==> config.mk <==
export PLATFORM = sky130hd
export DESIGN_NAME = mem_arbiter16
export DESIGN_NICKNAME = d
export VERILOG_FILES = /design/src/rtl/mem_arb_pkg.sv /design/src/rtl/arb_pick.sv /design/src/rtl/mem_arbiter16.sv
export SDC_FILE = /design/constraint.sdc
export NUM_CORES = 1
export LEC_CHECK = 0
export CAP_MARGIN = 20
export CORE_ASPECT_RATIO = 1.4
export CORE_MARGIN = 1.5
export CORE_UTILIZATION = 35
export DETAILED_ROUTE_END_ITERATION = 6
export PLACE_DENSITY_LB_ADDON = 0.08
export SETUP_SLACK_MARGIN = 0.4
export SLEW_MARGIN = 10
export SYNTH_ARGS = -nofsm -noshare
export SYNTH_HDL_FRONTEND = slang
export SYNTH_HIERARCHICAL = 1
export SYNTH_SLANG_ARGS = --single-unit
==> constraint.sdc <==
create_clock -name clk -period 2.6 [get_ports clk]
set_input_delay 0.26 -clock clk [delete_from_list [all_inputs] [get_ports clk]]
set_output_delay 0.26 -clock clk [all_outputs]
set_load 0.02 [all_outputs]
==> src/rtl/mem_arb_pkg.sv <==
// Shared types for the single-port memory arbiter: grant encoding and
// starvation counter width.
package mem_arb_pkg;

   typedef enum logic [1:0] {
      GNT_NONE = 2'd0,
      GNT_INS  = 2'd1,
      GNT_DRD  = 2'd2,
      GNT_DWR  = 2'd3
   } gnt_t;

   localparam int STARVE_W = 4;

endpackage

==> src/rtl/arb_pick.sv <==
// Combinational grant pick: write > data read > fetch, except that a fetch
// that has hit its starvation limit wins outright.
import mem_arb_pkg::*;

module arb_pick (
   input  logic ins_req,
   input  logic dat_rd_req,
   input  logic dat_wr_req,
   input  logic starve_hit,
   output gnt_t gnt
);

   always_comb begin
      gnt = GNT_NONE;
      if (starve_hit && ins_req)
         gnt = GNT_INS;
      else if (dat_wr_req)
         gnt = GNT_DWR;
      else if (dat_rd_req)
         gnt = GNT_DRD;
      else if (ins_req)
         gnt = GNT_INS;
   end

endmodule

==> src/rtl/mem_arbiter16.sv <==
// Shares one registered-read memory between the fetch port and the data
// port, one access per cycle, with a starvation guard on fetch.
import mem_arb_pkg::*;

module mem_arbiter16 #(
   parameter int AW           = 16,
   parameter int DW           = 16,
   parameter int STARVE_LIMIT = 3
) (
   input  logic          clk,
   input  logic          reset_n,
   input  logic [AW-1:0] ins_rd_addr,
   input  logic          ins_rd_req,
   output logic [DW-1:0] ins_rd_data,
   output logic          ins_rd_rdy,
   input  logic [AW-1:0] dat_rw_addr,
   input  logic [DW-1:0] dat_wr_data,
   input  logic          dat_rd_req,
   input  logic          dat_wr_req,
   output logic [DW-1:0] dat_rd_data,
   output logic          dat_rd_rdy,
   output logic          dat_wr_rdy,
   output logic [AW-1:0] mem_addr,
   output logic [DW-1:0] mem_wdata,
   output logic          mem_we,
   output logic          mem_re,
   input  logic [DW-1:0] mem_rdata
);

   localparam logic [STARVE_W-1:0] STARVE_MAX = STARVE_W'(STARVE_LIMIT);

   gnt_t                gnt;
   gnt_t                gnt_q;
   logic [STARVE_W-1:0] starve_q;
   logic [DW-1:0]       ins_hold;
   logic [DW-1:0]       dat_hold;
   logic                starve_hit;

   assign starve_hit = (starve_q == STARVE_MAX);

   arb_pick u_pick (
      .ins_req    (ins_rd_req),
      .dat_rd_req (dat_rd_req),
      .dat_wr_req (dat_wr_req),
      .starve_hit (starve_hit),
      .gnt        (gnt)
   );

   // Enables are gated by reset so nothing reaches the memory while held.
   always_comb begin
      mem_addr  = dat_rw_addr;
      mem_wdata = dat_wr_data;
      mem_we    = 1'b0;
      mem_re    = 1'b0;
      case (gnt)
         GNT_INS: begin
            mem_addr = ins_rd_addr;
            mem_re   = reset_n;
         end
         GNT_DRD: mem_re = reset_n;
         GNT_DWR: mem_we = reset_n;
         default: ;
      endcase
   end

   always_ff @(posedge clk or negedge reset_n) begin
      if (!reset_n) begin
         gnt_q    <= GNT_NONE;
         starve_q <= '0;
         ins_hold <= '0;
         dat_hold <= '0;
      end else begin
         gnt_q <= gnt;
         if (gnt_q == GNT_INS)
            ins_hold <= mem_rdata;
         if (gnt_q == GNT_DRD)
            dat_hold <= mem_rdata;
         if (ins_rd_req && (gnt != GNT_INS)) begin
            if (!starve_hit)
               starve_q <= starve_q + 4'd1;
         end else begin
            starve_q <= '0;
         end
      end
   end

   assign ins_rd_rdy  = (gnt_q == GNT_INS);
   assign dat_rd_rdy  = (gnt_q == GNT_DRD);
   assign dat_wr_rdy  = (gnt_q == GNT_DWR);
   assign ins_rd_data = ins_rd_rdy ? mem_rdata : ins_hold;
   assign dat_rd_data = dat_rd_rdy ? mem_rdata : dat_hold;

endmodule

# Word-level counts from Yosys, hierarchy flattened

Cells that the tools add are included.

Register bits: 38
Output and inout port bits: 69
Word-level logic and storage cells: 28

Add/sub/neg operators: 1
Eq/ne operators: 9
Mux-type cells: 11
Reductions and logical operators: 3

Operators with widths:

| operator                                                               | number |
|---|---|
| 16-bit 2-to-1 mux                                                      | 3 |
| 2-bit equality test (second input constant)                            | 4 |
| 4-bit 2-to-1 mux                                                       | 2 |
| 2-bit 2-to-1 mux                                                       | 3 |
| 4-bit by 1-bit adder with 4-bit output (second input constant)         | 1 |
| 2-bit by 1-bit equality test with 1-bit output (second input constant) | 2 |
| 4-bit by 2-bit equality test with 1-bit output (second input constant) | 1 |
| 1-bit 2-to-1 mux                                                       | 3 |
| 1-bit logical AND                                                      | 2 |
| 2-bit by 1-bit != test with 1-bit output (second input constant)       | 1 |
| 2-bit != test (second input constant)                                  | 1 |
| 2-bit OR reduction                                                     | 1 |

# Depth between registers and ports, before layout

Gate-level depths: netlist of the first run.

Depth in word-level cells: 7
Mapped depth: 8
Mapped depth without buffers: 7

# Hierarchy

The synthesis of the first run kept the hierarchy.

Modules (own cells, without submodules):

| module        | times used | cells each | area an instance (um2) | seq. area each (um2) |
|---|---|---|---|---|
| mem_arbiter16 | 1          | 132        | 1945.6                 | 950.9 |
| arb_pick      | 1          | 4          | 22.5                   | 0.0 |

# Worst setup path after synthesis of the first run

Ideal clock, no wire load.

Path kind: flip-flop to output port
Start point: register starve_q[0]
End point: output mem_addr[0]
Arrival time: 1882 ps
Data required time: 2340 ps
Setup slack: 458 ps
Stages on the path, launching flop included: 8
Buffers on the path: 1
Cell sequence: dfrtp_1 -> ha_1 -> nor3b_2 -> nand2b_1 -> a21o_1 -> ha_1 -> buf_2 -> mux2_2

Longest elaborated chain between the ends: 5

Ends and longest elaborated chain:

| element                                        | line                | text |
|---|---|---|
| start, declared                                | mem_arbiter16.sv:34 | `logic [STARVE_W-1:0] starve_q;` |
| start signal, assigned                         | mem_arbiter16.sv:80 | `starve_q <= starve_q + 4'd1;` |
| 4-bit by 2-bit equality test with 1-bit output | mem_arbiter16.sv:39 | `assign starve_hit = (starve_q == STARVE_MAX);` |
| net starve_hit                                 | mem_arbiter16.sv:37 | `logic starve_hit;` |
| 1-bit logical AND                              | arb_pick.sv:15      | `if (starve_hit && ins_req)` |
| 2-bit 2-to-1 mux                               | arb_pick.sv:15      |  |
| net gnt[0]                                     | mem_arbiter16.sv:32 | `gnt_t gnt;` |
| 2-bit by 1-bit equality test with 1-bit output | mem_arbiter16.sv:55 | `case (gnt)` |
| 16-bit 2-to-1 mux                              | mem_arbiter16.sv:55 |  |
| end, declared                                  | mem_arbiter16.sv:23 | `output logic [AW-1:0] mem_addr,` |

The timed path passes the listed nets, and every way through them passes these cells.

# Worst setup path after layout of the first run

Start point: register starve_q[1]
End point: output mem_addr[0]

The elaborated chain is that of the path after synthesis.

==> out/metrics.yaml, run 1 <==
timing:
  setup_viol: 0
  fin_crit_ps: 2410
  drv_slew: 0
  period_share: 0.926
  hold_viol: 0
  maxSlewHeadroom: 0.734
  rsz0062_at_grt: "yes"
  tns_ps: 0
  skew_ps: 3.83
  hold_slack_ps: 376
  max_slew.worst_pin.slew_ps: 399
  fmax_mhz: 415
clock_network:
  htree_levels: 2
  clock_latency_ps: 280
  clk_pin_slew_worst_paths_ps: 70
  clock_sinks: 38
  root_buffer: "clkbuf_8"
  cts_buffer_depth: 2
  cts_tree: "done"
  numCtsBuffers: 5
placement:
  portBuffers: 105
  gp_congestion: 0.737
  dpl_cell_area_um2: 2990
  hpwl_mm: 3.89
pwr:
  p_total_mw: 1.89
  p_leak_nw: 1.54
  p_sw_mw: 0.579
  swShare: 0.307
  clkPwrFrac: 0.194
  power_frac_seq: 0.387
  vdd_drop_max_mv: 0.223
  p_comb_frac: 0.419
  power_density_nw_per_um2: 580
  intPower_mw: 1.31
finish:
  fillers: 454
  drive_gt1_frac: 0.397
  ff_latch_area_um2: 951
  nNetsFinal: 314
  post-route-cell-area_um2: 3250
  antenna_cells: 0
  multi_input_area_um2: 910
  fin_util: 0.592
  syn2layout_area_growth_pct: 65.1
logic_synthesis:
  syn_area_um2: 1970
  synth-simple-area-share: 0.0648
  post_synth_num_cell_types: 21
  synth_fp_nets: 208
  synth-xor-area-share: 0
  ys.flop_type: "dfrtp_1"
  yosysWarnings: 6
  synth-edff-count: 0
  synth_top_family_by_area: "multiplexers"
  synth_fa_ha_area_frac: 0.0191
  avgSynthCellArea_um2: 14.5
  yosys.area.top_type: "dfrtp_1"
  async_flop_share: 1.00
  synth.area.top_cells: "dfrtp_1 48%, mux2_2 17%, mux2_4 14%"
  netlist_instances: 136
  synthMuxAreaShare: 0.324
  yosysTopAreaCellShare: 0.483
  synth-compound-area-share: 0.00890
  yosysMostFrequentCell: "dfrtp_1"
  ys_top_cells_by_count: "38 x dfrtp_1, 30 x mux2_2, 18 x mux2_4"
  yosysSeqAreaShare: 0.483
  ys_ff_latch: 38
global_route:
  grt_max_degree: 32
  grt_pass1_wl_mm: 8.15
  grt_usage: 0.178
  antenna_found_initial: 0
  grt_overflow_total: 0
  grt_pass1_vias: 1684
floorplan:
  die_area_um2: 6090
  start_util: 0.359
  die_x_um: 66.4
  row_count: 32
  die_height_um: 91.7
  ios: 138
  core_um2: 5490
run_status:
  status: "finished clean"
route:
  drc: 0
  firstDrtPassIters: 4
  final_antenna_net_count: 0
  drt-initial-drc-count: 25
  wl_per_cell_um: 16.7
  routed-via-count: 1507
  wirelength_mm: 5.18
  vias_per_cell: 4.86
setup_path:
  worstPathArrival_ps: 2150
  end_kind: "primary output"
  reg2reg_from: "starve_q[1]"
  critical_path_required_ps: 2340
  r2r_cells: 8
  worst-r2r-setup-slack_ps: 540
  critPathKind: "reg2out"
  cp-start-kind: "register"
  crit_path_max_fanout: 8
  rr_endpoint: "starve_q[3]"
worst_hold_path:
  hold_path_class: "in2async"
flow_run:
  maxCapViolCount: 0
cells in the final DEF (no fill, tap or decap), types with 3 or more instances in the layout:
master           netlist  routed
buf_6                  2      17
nor2b_2                0       3
nand2b_1               3       3
nand3b_1               5       5
mux2_2                30      14
clkdlybuf4s50_1        0      54
mux2_4                18      34
buf_4                 16      12
clkbuf_8               0       5
dfrtp_1               38      38
dlymetal6s2s_1         0       7
dlygate4sd2_1          0      25
mux2i_1                3       3
worst max-delay path by stage:
| stage | depth (start not counted) | startpoint | endpoint |
|---|---|---|---|
| floorplan | 7 | starve_q[0] | mem_addr[0] |
| global placement | 8 | starve_q[1] | mem_addr[13] |
| detailed placement | 8 | starve_q[1] | mem_addr[13] |
| CTS | 8 | starve_q[1] | mem_addr[0] |
| global route | 8 | starve_q[1] | mem_addr[2] |
| finish | 8 | starve_q[1] | mem_addr[0] |
sequential cells by signal, indices dropped and copies added (netlist names):
signal	flops
ins_hold	16
gnt_q	2
dat_hold	16
starve_q	4
kinds of logic after synthesis:
| kind of cell | count (synthesis) |
|---|---|
| buf+inv | 23 |
| fa+ha+maj | 3 |
| compound gates | 3 |
| flops | 38 |
| mux | 51 |
| simple gates | 18 |
area by class of cell:
type,instances,share of cell area
clock buffer,5,0.0212
clock inverter,2,0.00308
inverter,1,0.00116
multi-input combinational,75,0.280
sequential,38,0.293
tap,68,0.0262
timing repair buffer,121,0.376
worst max-delay path, cell delays in order, from the launching register on:
cell	delay [ps]
dfrtp_1	360
ha_2	210
nor3b_4	200
nand2b_1	130
a21o_1	180
ha_4	210
buf_12	150
mux2_4	310
buf_6	130
power by group through the flow:
stage / sequential [mW] / combinational [mW] / clock (mW)
detailed placement: 0.744 / 0.807 / 0
floorplan: 0.731 / 0.461 / 0
global placement: 0.736 / 0.791 / 0
CTS: 0.732 / 0.799 / 0.388
finish: 0.731 / 0.790 / 0.366
global route: 0.741 / 0.841 / 0.412
layer usage:
layer,vias up,share of wire,track usage
met5,-,0,0
met4,0,0.031,0.0816
met3,14,0.074,0.0356
met2,96,0.57,0.343
met1,736,0.33,0.174
li1,661,-,-
through the flow:
step	cells	setup slack, ps
6_report	310	191
5_1_grt	310	79.9
4_1_cts	308	194
3_5_place_dp	296	-22.5
3_3_place_gp	296	36.6
2_1_floorplan	136	458
timing repair:
| action | CTS | global route |
|---|---|---|
| hold buffers | 1 | 0 |
| endpoints found under the setup margin | 50 | 25 |
| pin swaps | 2 | 1 |
| gates cloned | 1 | 0 |
| setup buffers | 3 | 2 |
| gates resized for setup | 156 | 9 |
| hold endpoints to repair | 7 | 0 |
Power figures use the tool's default switching activity.
==> inputs of run 2 (changes only) <==
--- a/config.mk
+++ b/config.mk
@@ -7,8 +7,8 @@
 export LEC_CHECK = 0
 export CAP_MARGIN = 20
 export CORE_ASPECT_RATIO = 1.4
-export CORE_MARGIN = 1.5
 export CORE_UTILIZATION = 35
+export CTS_CLUSTER_SIZE = 12
 export DETAILED_ROUTE_END_ITERATION = 6
 export PLACE_DENSITY_LB_ADDON = 0.08
 export SETUP_SLACK_MARGIN = 0.4
==> run 2 against run 1 <==
  * Flip-flop and latch count did not move
  * Sequential power barely moved
  * Clock skew grew 3.5 ps
  * Global-route usage rose by 0.12 points
  * Hold slack got worse by 290 ps
  * Maximum frequency grew 1.4%
  * Clock power rose by 61%
  * First-iteration DRC count fell by 20%
  * Cell area grew 3.6%
  * Highest routed layer unchanged
  * Largest power group unchanged
==> out/metrics.yaml, run 2 (same netlist as run 1, synthesis figures left out) <==
clock_network:
  htree_levels: 2
  numCtsBuffers: 5
  ctsHoldBuffers: 0
  root_buffer: "clkbuf_8"
  clock_latency_ps: 290
  clk_pin_slew_worst_paths_ps: 80
  clock_sinks: 38
  cts_tree: "done"
  cts_buffer_depth: 2
floorplan:
  ios: 138
  start_util: 0.373
  die_height_um: 90.7
  row_count: 31
  core_um2: 5280
  die_x_um: 65.4
  die_area_um2: 5930
setup_path:
  worst_path_max_delay_cell: "dfrtp_1"
  critical_path_required_ps: 2340
  cp-start-kind: "register"
  worstPathArrival_ps: 2120
  cp_slowest_stage_delay_ps: 420
  cpLargestDelayFamily: "flip-flops"
  crit_path_max_fanout: 7
  critPathBufInv: 2
  critPathKind: "reg2out"
  end_kind: "primary output"
  worstPathCellList: "ha_4, nor3b_4, nand2b_4, a21o_1, ha_4, buf_8, mux2_4, buf_6"
  crit_top_cell: "ha_4"
timing:
  fin_crit_ps: 2380
  drv_slew: 0
  hold_viol: 0
  max_slew.worst_pin.slew_ps: 465
  period_share: 0.914
  skew_ps: 7.30
  maxSlewHeadroom: 0.690
  fmax_mhz: 421
  rsz0062_at_grt: "yes"
  setup_viol: 0
route:
  vias_per_cell: 4.63
  drc: 0
  wirelength_mm: 5.00
  final_antenna_net_count: 0
  wl_per_cell_um: 16.2
  drt-initial-drc-count: 20
  routed-via-count: 1432
  firstDrtPassIters: 2
finish:
  final_common_cell: "clkdlybuf4s50_1"
  drive_gt1_frac: 0.420
  final_cells: 309
  antenna_cells: 0
  biggestRegsByFlops: "dat_hold: 16 flops, ins_hold: 16 flops, starve_q: 4 flops"
  layout_common_cells: "55 x clkdlybuf4s50_1, 38 x dfrtp_1, 30 x mux2_4, 22 x dlymetal6s2s_1, 20 x buf_6"
  fillers: 415
  nNetsFinal: 314
  syn2layout_area_growth_pct: 71.0
placement:
  portBuffers: 105
  place_inst: 295
  hpwl_mm: 3.65
  gp_congestion: 0.775
pwr:
  p_leak_nw: 1.67
  p_total_mw: 2.13
  power_density_nw_per_um2: 634
  vdd_drop_max_mv: 0.319
flow_run:
  maxCapViolCount: 0
global_route:
  grt_overflow_total: 0
  grt_pass1_wl_mm: 8.07
  grt_pass1_vias: 1675
  antenna_found_initial: 0
  grt_usage: 0.179
  grt_max_degree: 39
run_status:
  status: "finished clean"
worst_hold_path:
  hold_path_class: "in2async"
## run 2: cell count changes in the layout (fill, tap and decap cells not counted), sizes merged
cell           delta
dlymetal6s2s     +15
clkdlybuf4s50     +1
dlygate4sd3       -1
dlygate4sd2      -16
clkinv            -1
bufinv            +2
buf               +1
## run 2: worst register-to-register path: stages, from the launching register on
cell and delay, ps:
dfrtp_1 420, ha_4 180, nor3b_4 150, nand2b_4 140
a21o_1 180, ha_4 180, buf_8 140, buf_4 150
or3b_1 370, mux2i_1 120
## run 2: metal layers
layer,up-vias,share of wire,GRT usage
met1,680,0.37,0.192
met2,80,0.55,0.327
met4,0,0.012,0.0489
li1,663,-,-
met5,-,0,0
met3,9,0.074,0.0568
## run 2: final cells by class
cell class	instances	area (µm²)	area share
multi-input combinational	75	931	0.277
inverter	1	3.75	0.00112
tap	66	82.6	0.0245
sequential	38	951	0.283
clock inverter	3	68.8	0.0204
clock buffer	5	68.8	0.0204
timing repair buffer	121	1260	0.374
## run 2: worst paths after layout
kind / start / endpoint / slack (ps) / cells after the start
min reg2reg: ins_hold[0] / ins_hold[0] / 490 / 1
min in group clk: ins_hold[0] / ins_hold[0] / 490 / 1
max: starve_q[0] / mem_addr[13] / 220 / 8
max in group asynchronous: reset_n / gnt_q[0] / 2190 / 2
max reg2reg: starve_q[0] / starve_q[0] / 500 / 9
min: reset_n / ins_hold[6] / 80 / 2
## run 2: report_power, final
part	total, mW	internal [mW]	switching [mW]
clock network	0.591	0.384	0.207
registers	0.730	0.698	0.0322
logic	0.812	0.453	0.359
total	2.13	1.54	0.598
## run 2: what timing repair did
action / 4_1_cts / 5_1_grt
cloned: 1 / 0
gates resized for setup: 146 / 25
setup endpoints to repair: 35 / 41
pin swaps: 3 / 0
buffers inserted: 5 / 0
## run 2: stage by stage
step	setup slack (ps)	setup TNS [ps]	area (µm²)	hold slack (ps)	utilization
after detailed placement	-12.9	-12.9	2980	418	0.566
final	224	0	3370	82.3	0.638
after global routing	125	0	3370	128	0.638
after floorplan	458	0	1970	-35.6	-
after CTS	223	0	3300	104	0.625
after global placement	49.4	0	2980	411	0.566
==> inputs of run 3 (changes only) <==
--- a/config.mk
+++ b/config.mk
@@ -8,11 +8,10 @@
 export CAP_MARGIN = 20
 export CORE_ASPECT_RATIO = 1.4
 export CORE_UTILIZATION = 35
-export CTS_CLUSTER_SIZE = 12
+export CTS_CLUSTER_SIZE = 24
 export DETAILED_ROUTE_END_ITERATION = 6
 export PLACE_DENSITY_LB_ADDON = 0.08
 export SETUP_SLACK_MARGIN = 0.4
-export SLEW_MARGIN = 10
 export SYNTH_ARGS = -nofsm -noshare
 export SYNTH_HDL_FRONTEND = slang
 export SYNTH_HIERARCHICAL = 1
==> results of run 3 <==
Final layout, timing and power as in run 2 (identical DEF).
